File: src/rtl/mask_share_gen.sv
// Two-share masking front end: splits operands A/B into Boolean shares using a 32-bit Galois LFSR.
// Optional runtime reseed port is enabled by defining MASK_SHARE_GEN_RESEED_EN.
module mask_share_gen #(
    parameter logic [31:0] SEED_DEFAULT  = 32'h1D87_2B41,
    parameter int          WARMUP_CYCLES = 16
) (
    input  logic        clk,
    input  logic        rst,
`ifdef MASK_SHARE_GEN_RESEED_EN
    input  logic        seed_valid,
    input  logic [31:0] seed_data,
`endif
    input  logic        in_valid,
    output logic        in_ready,
    input  logic        in_A,
    input  logic        in_B,
    output logic        out_valid,
    input  logic        out_ready,
    output logic        o_A0,
    output logic        o_A1,
    output logic        o_B0,
    output logic        o_B1,
    output logic        o_rN,
    output logic [15:0] tx_count
);

    localparam logic [31:0] LFSR_MASK = 32'h8020_0003;
    localparam logic [5:0]  WARM_LAST = 6'(WARMUP_CYCLES - 1);

    typedef enum logic {WARM, RUN} state_t;

    state_t      state_reg, state_next;
    logic [31:0] lfsr_reg;
    logic [31:0] lfsr_stage [0:3];
    logic [5:0]  warm_cnt_reg;
    logic        out_valid_reg;
    logic        a0_reg, a1_reg, b0_reg, b1_reg, rn_reg;
    logic [15:0] tx_count_reg;
    logic        reseed;
    logic [31:0] seed_load;
    logic        accept;

`ifdef MASK_SHARE_GEN_RESEED_EN
    assign reseed    = seed_valid;
    assign seed_load = (seed_data == 32'd0) ? SEED_DEFAULT : seed_data;
`else
    assign reseed    = 1'b0;
    assign seed_load = SEED_DEFAULT;
`endif

    // Three Galois steps per cycle, unrolled so every cycle consumes fresh bits.
    assign lfsr_stage[0] = lfsr_reg;
    generate
        for (genvar gi = 0; gi < 3; gi++) begin : g_step
            assign lfsr_stage[gi+1] = {1'b0, lfsr_stage[gi][31:1]}
                                    ^ (lfsr_stage[gi][0] ? LFSR_MASK : 32'd0);
        end
    endgenerate

    always_ff @(posedge clk or posedge rst) begin
        if (rst) begin
            state_reg <= WARM;
        end else begin
            state_reg <= state_next;
        end
    end

    always_comb begin
        state_next = state_reg;
        if (reseed) begin
            state_next = WARM;
        end else if (state_reg == WARM && warm_cnt_reg == WARM_LAST) begin
            state_next = RUN;
        end
    end

    always_comb begin
        in_ready = (state_reg == RUN) && (!out_valid_reg || out_ready) && !reseed;
    end

    assign accept = in_valid && in_ready;

    always_ff @(posedge clk or posedge rst) begin
        if (rst) begin
            lfsr_reg      <= SEED_DEFAULT;
            warm_cnt_reg  <= 6'd0;
            out_valid_reg <= 1'b0;
            a0_reg        <= 1'b0;
            a1_reg        <= 1'b0;
            b0_reg        <= 1'b0;
            b1_reg        <= 1'b0;
            rn_reg        <= 1'b0;
            tx_count_reg  <= 16'd0;
        end else begin
            lfsr_reg <= reseed ? seed_load : lfsr_stage[3];
            if (reseed) begin
                // Any held share set is discarded; masks from the old seed must not leak out.
                warm_cnt_reg  <= 6'd0;
                out_valid_reg <= 1'b0;
                a0_reg        <= 1'b0;
                a1_reg        <= 1'b0;
                b0_reg        <= 1'b0;
                b1_reg        <= 1'b0;
                rn_reg        <= 1'b0;
            end else begin
                if (state_reg == WARM && warm_cnt_reg != WARM_LAST) begin
                    warm_cnt_reg <= warm_cnt_reg + 6'd1;
                end
                if (accept) begin
                    a0_reg        <= in_A ^ lfsr_reg[0];
                    a1_reg        <= lfsr_reg[0];
                    b0_reg        <= in_B ^ lfsr_reg[1];
                    b1_reg        <= lfsr_reg[1];
                    rn_reg        <= lfsr_reg[2];
                    out_valid_reg <= 1'b1;
                    if (tx_count_reg != 16'hFFFF) begin
                        tx_count_reg <= tx_count_reg + 16'd1;
                    end
                end else if (out_ready) begin
                    out_valid_reg <= 1'b0;
                end
            end
        end
    end

    assign out_valid = out_valid_reg;
    assign o_A0      = a0_reg;
    assign o_A1      = a1_reg;
    assign o_B0      = b0_reg;
    assign o_B1      = b1_reg;
    assign o_rN      = rn_reg;
    assign tx_count  = tx_count_reg;

endmodule

File: config.mk
export PLATFORM = sky130hd
export DESIGN_NAME = mask_share_gen
export DESIGN_NICKNAME = d
export VERILOG_FILES = /design/src/rtl/mask_share_gen.sv
export SDC_FILE = /design/constraint.sdc
export NUM_CORES = 1
export LEC_CHECK = 0
export CORE_MARGIN = 5
export CORE_UTILIZATION = 61
export CTS_BUF_LIST = sky130_fd_sc_hd__clkbuf_4
export DETAILED_ROUTE_END_ITERATION = 8
export HOLD_SLACK_MARGIN = 0.05
export PLACE_DENSITY = 0.9
export SETUP_SLACK_MARGIN = 0.4
export SLEW_MARGIN = 40
export SYNTH_ARGS = -nofsm -noshare
export SYNTH_HDL_FRONTEND = slang
export SYNTH_SLANG_ARGS = --single-unit
File: constraint.sdc
create_clock -name clk -period 3.2 [get_ports clk]
set_input_delay 0.8 -clock clk [delete_from_list [all_inputs] [get_ports clk]]
set_output_delay 0.8 -clock clk [all_outputs]
set_load 0.01 [all_outputs]
==> results of run 1 <==
## synth_stat cells
master	n
dfstp_2	14
nor3_1	8
nand2_1	11
nand4_2	2
and4_2	1
nor4_4	1
o21ai_0	2
nand3_1	7
ha_1	2
clkbuf_1	2
a41oi_1	1
or3_1	1
nor2_1	5
nor4_1	1
inv_1	4
xor2_1	12
nor2b_1	1
dfrtp_1	47
nor3b_2	1
nor3b_1	1
or4b_4	1
xnor2_1	18
mux2_2	5
nand4_1	6
nand2b_1	1
and2_1	1
and3_1	2
## critical path: cells and delay by family
family	cells	cell delay, ps
and+or+nand+nor	2	340
buffers and inverters	2	680
## power by group through the flow
stage          combinational [uW]  clock [uW]  sequential, uW
6_report                      198         522             863
5_1_grt                       213         572             870
4_1_cts                       202         532             862
3_5_place_dp                  201           0             876
3_3_place_gp                  194           0             874
2_1_floorplan                77.2           0             886
## final cells by class
type,instances,area (um^2),share of cell area
Multi-Input combinational cell,91,669.4,0.2446
Clock inverter,6,63.81,0.02332
Tap cell,48,60.06,0.02195
Sequential cell,61,1544,0.5642
Timing Repair Buffer,32,309.0,0.1129
Inverter,4,15.01,0.005487
Clock buffer,10,75.07,0.02743
## cell families (layout without fill, tap and decap cells)
kind of cell | after synthesis | in the layout
flip-flops | 61 | 61
AND/OR/NAND/NOR | 51 | 51
XOR/XNOR | 30 | 30
buffers and inverters | 6 | 52
multiplexers | 5 | 5
AO/OA/AOI/OAI | 3 | 3
adder cells (fa/ha/maj) | 2 | 2
## routing by layer
metal  up-vias  part of all wire
met4         0            0.0084
met1       672              0.42
li1        619                 -
met3         4             0.044
met2        29              0.53
met5         -                 0
## placed cells by master, fill, tap and decap left out, types with 2 or more instances in the layout
master	instances
o21ai_0	2
and3_1	2
nand3_1	7
clkdlybuf4s50_1	27
nand4_2	2
buf_4	4
inv_1	3
clkbuf_4	10
clkinvlp_4	2
nor3_1	8
dfstp_2	14
nor2_1	5
nand4_1	6
xor2_1	12
mux2_2	5
clkinv_2	2
nand2_1	11
dfrtp_1	47
ha_1	2
xnor2_1	18
## per-stage QoR
stage / worst slack [ps] / hold WS (ps) / std cells / total power (uW) / utilization
5_1_grt: 531.6 / 365.1 / 252 / 1655 / 0.7588
3_5_place_dp: 321.8 / 336.3 / 236 / 1077 / 0.7207
6_report: 570.9 / 354.4 / 252 / 1583 / 0.7588
4_1_cts: 568.4 / 358.2 / 252 / 1595 / 0.7588
2_1_floorplan: 910.1 / 331.2 / 158 / 962.7 / -
3_3_place_gp: 343.1 / 336.1 / 236 / 1068 / 0.7207
## worst max path at each step
stage / start / end / slack, ps / depth (start not counted)
finish: out_ready / in_ready / 570 / 4
detailed placement: out_ready / in_ready / 320 / 4
global route: out_ready / in_ready / 530 / 4
CTS: out_ready / in_ready / 570 / 4
global placement: out_ready / in_ready / 340 / 4
floorplan: rst / lfsr_reg[10] / 910 / 1
==> qor.log, run 1 <==
[synth] largest area contributor in the netlist dfrtp_1
[synth] Syn Inst Count 158
[flow_run] Max-Cap Viols 0
[synth] share of Yosys cell area claimed by the top area cell type 0.5260
[synth] largest family of logic cells by synthesized area simple AND/OR/NAND/NOR gates
[synth] number of distinct library cells after synthesis 27
[synth] total number of yosys warnings 0
[cells_and_area] final std cell area, no fill 2736 um^2
[sta] number of max-slew violations in the final report 0
[grt] layer with the highest usage met2
[synth] simple logic cell fraction of the synthesized area 0.1371
[route] vias per inst 5.254
[grt] initial antenna violation count 0
[cts] Root Buffer Master clkbuf_4
[cts] clock transition at the registers of the reported paths 100 ps
[grt] first-pass GRT wire length 6.610 mm
[die] Initial Utilization 0.6201
[route] residual antenna-violating net count after detailed routing 0
[hold_path] Worst Hold Class flip-flop to flip-flop
[synth] register bit count reported by yosys 61
[route] DR WL/cell 15.57 um
[grt] via count of the first global-routing pass 1400
[synth] synthesized area 2236 um^2
[synth] XOR/XNOR share of the synthesized area 0.1175
[sta] Final period util 0.8216
[cells_and_area] layout-stage area growth over the synthesis result 22.38%
[sta] summed negative setup slack over all endpoints 0 ps
[pwr] Worst VDD drop 0.0002974 V
[cts] number of hold buffers added after CTS 0
[route] total via count after detailed routing 1324
[cells_and_area] flip-flop count of the largest register after layout 32
[grt] total gr overflow 0
[setup_path] number of cell instances on the worst register-to-register path 5
[cts] clock network latency to the later pin of the worst-skew pair 400 ps
[setup_path] R2R setup slack 1400 ps
[placement] buffers added on ports 28
[synth] ranking of synthesized cells by area dfrtp_1 (53%), dfstp_2 (16%), xnor2_1 (7.1%)
[grt] met3 demand-to-capacity share in global routing 0.06960
[die] core region area 3606 um^2
[cells_and_area] number of antenna repair diodes 0
[cts] H-Tree Depth 3
[die] Total Die Area 4976 um^2
[cells_and_area] Filler Cell Count 227
[pwr] switching fraction of total power 0.2638
[synth] sequential share of the synthesized area 0.6905
[grt] global routing usage on met2 0.2869
[route] remaining design rule violation count 0
[setup_path] worst path cell trace clkdlybuf4s50_1 > nand2b_1 > and2_1 > dlygate4sd2_1
[setup_path] maximum fanout encountered on the critical timing path 3
[cells_and_area] net total in the final layout 207
[cts] number of gates resized after cts 1
[cts] TritonCTS clock tree built
[sta] Tmin final 2629 ps
[synth] Net Count, Synth 166
[synth] post-synthesis compound-gate area fraction 0.008394
[placement] placed standard-cell area 2599 um^2
[cts] TritonCTS sink count 61
[cts] maximum clock path buffer count 2
[sta] max_slew headroom 0.5638
[pwr] Leakage 0.001244 uW
[placement] RePlAce Congestion 0.8072
[pwr] power per cell area 578.3 nW/um^2
[grt] total global-route track usage 0.1775
[pwr] part of the total power dissipated in combinational logic 0.125
[die] number of cell rows 22
[placement] detailed placer's ending HPWL 2.853 mm
[pwr] sequential group share of total power 0.545
[die] height of the die 70.54 um
[die] width of the die 70.54 um
[pwr] cell-internal power 1165 uW
[setup_path] CP max stage cell clkdlybuf4s50_1
[sta] count of endpoints failing hold in the final timing report 0
[pwr] Switching Power 417.4 uW
[route] violation count after the first detailed-route iteration 57
[cts] number of buffers created by CTS 9
[sta] Setup Viol. Count Final 0
[route] length of the first detailed-routing pass in iterations 4
[setup_path] worst reg2reg endpoint tx_count[1]
[sta] setup repair after global routing missed its margin false
[grt] Global Route met1 Usage 0.2116
[synth] mean post-synth cell area 14.15 um^2
[hold_path] endpoint with the worst hold slack lfsr_reg[13]
[setup_path] element type at the critical path start input pin
[cts] # Post-CTS Setup Buffers 0
[setup_path] critical path required time 2400 ps
[status] result of the run completed
[cells_and_area] fraction of layout cells with a size suffix above 1 0.2255
[sta] Worst-Margin Slew 645.7 ps
[synth] multiplexer fraction of the synthesized cell area 0.02518
[sta] fmax 0.3804 GHz
[setup_path] delay of the slowest cell on the worst path 410 ps
[pwr] power share of the clock group 0.330
[grt] maximum number of pins on one net before global-route repair 32
[route] wire length after detailed routing 3.923 mm
[synth] post-synthesis adder-cell area fraction 0.01119
[sta] worst clock skew 15.33 ps
[setup_path] CP arrival 1830 ps
[setup_path] critical path capture point type primary output
[die] num ports 29
[hold_path] worst hold stages 0
[hold_path] startpoint of the lowest-slack hold path lfsr_reg[16]
[setup_path] Crit Reg-Reg Startpoint tx_count[0]
[setup_path] CP Class input pin to primary output
Note: power is estimated with default switching activity, not from simulation.
==> run 2: changes to the inputs <==
CORE_UTILIZATION = 56   (was 61)
PLACE_DENSITY = 0.84   (was 0.9)
clock period = 2.5 ns   (was 3.2 ns; I/O delays follow)
==> run 2 against run 1 <==
Net effect: first-iteration DRC count grew 5.3%; sequential power grew 29%; worst setup slack worse by 110 ps; combinational power rose by 32%; clock skew fell by 8.0 ps; via count rose by 0.91%; die area is 7.6% higher; cell area is 1.6% higher; final cell count grew 0.79%; sequential share of layout area decreased by 0.73 points; critical path type is now flip-flop to primary output; critical path depth down 3.
==> qor.log, run 2 (synthesized netlist as in run 1, its figures left out) <==
[cts] TritonCTS sink count 61 [unchanged]
[cts] number of hold buffers added after CTS 0 [unchanged]
[grt] layer with the highest usage met2 [unchanged]
[cts] clock transition at the registers of the reported paths 100 ps [about the same]
[setup_path] R2R setup slack 700 ps [was 1400 ps]
[cts] number of buffers created by CTS 9 [unchanged]
[cts] # Post-CTS Setup Buffers 0 [unchanged]
[grt] via count of the first global-routing pass 1459 [was 1400]
[setup_path] element type at the critical path start flip-flop [was input pin]
[route] length of the first detailed-routing pass in iterations 4 [unchanged]
[route] DR WL/cell 15.09 um [was 15.57 um]
[cells_and_area] area taken by multi-input logic gates 676.9 um^2 [was 669.4 um^2]
[cells_and_area] highest-count cells in the layout ignoring fill and taps dfrtp_1 (43), clkdlybuf4s50_1 (26), xnor2_1 (18) [was dfrtp_1 (47), clkdlybuf4s50_1 (27), xnor2_1 (18)]
[setup_path] worst reg2reg endpoint tx_count[1] [unchanged]
[status] result of the run completed [unchanged]
[sta] Worst-Margin Slew 578.3 ps [was 645.7 ps]
[cells_and_area] fraction of layout cells with a size suffix above 1 0.2500 [was 0.2255]
[cells_and_area] net total in the final layout 207 [unchanged]
[setup_path] gate family responsible for the most delay along the worst path buffers and inverters [unchanged]
[setup_path] delay of the slowest cell on the worst path 570 ps [was 410 ps]
[pwr] switching fraction of total power 0.2512 [was 0.2638]
[cells_and_area] most common cell after layout, fill and taps aside dfrtp_1 [unchanged]
[grt] met3 demand-to-capacity share in global routing 0.05647 [was 0.06960]
[sta] fin worst setup slack 462.4 ps [was 570.9 ps]
[sta] number of max-slew violations in the final report 0 [unchanged]
[pwr] part of the total power dissipated in combinational logic 0.123 [was 0.125]
[route] violation count after the first detailed-route iteration 60 [was 57]
[pwr] power share of the clock group 0.351 [was 0.330]
[sta] max_slew headroom 0.6094 [was 0.5638]
[hold_path] startpoint of the lowest-slack hold path lfsr_reg[25] [was lfsr_reg[16]]
[cells_and_area] number of antenna repair diodes 0 [unchanged]
[die] number of cell rows 23 [was 22]
[die] width of the die 73.19 um [was 70.54 um]
[pwr] cell-internal power 1586 uW [was 1165 uW]
[pwr] Worst VDD drop 0.0004908 V [was 0.0002974 V]
[cts] TritonCTS clock tree built [unchanged]
[die] core region area 3943 um^2 [was 3606 um^2]
[grt] total gr overflow 0 [unchanged]
[grt] total global-route track usage 0.1714 [was 0.1775]
[route] residual antenna-violating net count after detailed routing 0 [unchanged]
[setup_path] CP Class flip-flop to primary output [was input pin to primary output]
[sta] count of endpoints failing hold in the final timing report 0 [unchanged]
[pwr] Leakage 0.001257 uW [was 0.001244 uW]
[sta] Setup Viol. Count Final 0 [unchanged]
[grt] global routing usage on met2 0.2671 [was 0.2869]
[cells_and_area] Filler Cell Count 256 [was 227]
[setup_path] CP max stage cell clkdlybuf4s50_1 [unchanged]
[setup_path] critical path required time 1880 ps [was 2400 ps]
[flow_run] Max-Cap Viols 0 [unchanged]
[pwr] Switching Power 532.2 uW [was 417.4 uW]
[setup_path] maximum fanout encountered on the critical timing path 5 [was 3]
[sta] worst clock skew 7.343 ps [was 15.33 ps]
[sta] summed negative setup slack over all endpoints 0 ps [unchanged]
[hold_path] endpoint with the worst hold slack lfsr_reg[22] [was lfsr_reg[13]]
[cells_and_area] Sequential Area 1549 um^2 [was 1544 um^2]
[die] Initial Utilization 0.5671 [was 0.6201]
[route] total via count after detailed routing 1336 [was 1324]
[cts] clock network latency to the later pin of the worst-skew pair 380 ps [was 400 ps]
[cts] maximum clock path buffer count 2 [unchanged]
[die] num ports 29 [unchanged]
[grt] initial antenna violation count 0 [unchanged]
[pwr] power per cell area 761.6 nW/um^2 [was 578.3 nW/um^2]
[setup_path] worst path cell trace clkdlybuf4s50_1 [was clkdlybuf4s50_1 > nand2b_1 > and2_1 > dlygate4sd2_1]
[setup_path] Buf/Inv on CP 1 [was 2]
[sta] setup repair after global routing missed its margin false [unchanged]
[grt] first-pass GRT wire length 6.679 mm [was 6.610 mm]
[sta] Tmin final 2038 ps
[setup_path] CP arrival 1410 ps [was 1830 ps]
[placement] buffers added on ports 28 [unchanged]
[route] vias per inst 5.260 [was 5.254]
[grt] maximum number of pins on one net before global-route repair 39 [was 32]
[hold_path] worst hold stages 0 [unchanged]
[hold_path] Worst Hold Class flip-flop to flip-flop [unchanged]
[route] wire length after detailed routing 3.833 mm [was 3.923 mm]
[cells_and_area] flip-flop count of the largest register after layout 32 [unchanged]
[setup_path] number of cell instances on the worst register-to-register path 5 [unchanged]
[placement] dpl ws -20.96 ps [was 321.8 ps]
[cts] H-Tree Depth 3 [unchanged]
[setup_path] critical path capture point type primary output [unchanged]
[route] remaining design rule violation count 0 [unchanged]
[cells_and_area] layout-stage area growth over the synthesis result 24.40% [was 22.38%]
[sta] fmax 0.4908 GHz
[pwr] sequential group share of total power 0.526 [was 0.545]
[sta] Final period util 0.8150
[placement] detailed placer's ending HPWL 2.712 mm [was 2.853 mm]
[die] height of the die 73.19 um [was 70.54 um]
[setup_path] Crit Reg-Reg Startpoint tx_count[0] [unchanged]
[die] Total Die Area 5356 um^2 [was 4976 um^2]
[placement] RePlAce Congestion 0.7325 [was 0.8072]
[grt] Global Route met1 Usage 0.2043 [was 0.2116]
[cts] Root Buffer Master clkbuf_4 [unchanged]
-- run 2: changes by cell type in the layout (fill, tap and decap cells not counted), sizes merged --
cell           change
buf                +1
bufinv             +1
clkbuf             -1
clkdlybuf4s50      -1
clkinv             +1
inv                -1
-- run 2: area by class of cell --
type,instances,area share
Clock inverter,7,0.03239
Tap cell,50,0.02249
Timing Repair Buffer,32,0.1138
Inverter,4,0.006748
Sequential cell,61,0.5569
Clock buffer,9,0.02429
Multi-Input combinational cell,91,0.2434
-- run 2: worst max path at each step --
| stage | end | start | depth (start not counted) | slack (ps) |
|---|---|---|---|---|
| 3_5_place_dp | in_ready | out_ready | 4 | -20 |
| 2_1_floorplan | tx_count[15] | in_valid | 4 | 840 |
| 3_3_place_gp | in_ready | out_ready | 4 | 20 |
| 5_1_grt | tx_count[4] | tx_count[4] | 1 | 410 |
| 4_1_cts | tx_count[6] | tx_count[6] | 1 | 430 |
| 6_report | tx_count[3] | tx_count[3] | 1 | 460 |
-- run 2: what timing repair did --
action / CTS / global route
endpoints found under the setup margin: 2 / 3
pin swaps: 0 / 0
resized for setup: 7 / 3
-- run 2: stage by stage --
stage	std cells	total power, uW	hold slack [ps]	util	instance area (um^2)
final	254	2118	357.1	0.7055	2781
after CTS	254	2135	359.9	0.7045	2778
after global routing	254	2228	369.6	0.7055	2781
after floorplan	158	1233	331.2	-	2240
after detailed placement	238	1390	336.7	0.6639	2618
after global placement	238	1372	336.4	0.6639	2618
-- run 2: layer usage --
layer	up-vias	part of all wire	wire, um
met1	666	0.42	1609
met5	-	0	0
met3	10	0.045	171
met2	38	0.51	1948
met4	0	0.027	104
li1	622	-	-
-- run 2: power groups by stage --
stage                     Clock, uW  Combinational (uW)  Sequential (uW)
after global placement            0                 253             1120
after global routing            814                 291             1120
after detailed placement          0                 265             1120
after floorplan                   0                99.1             1130
after CTS                       762                 264             1110
final                           743                 261             1110
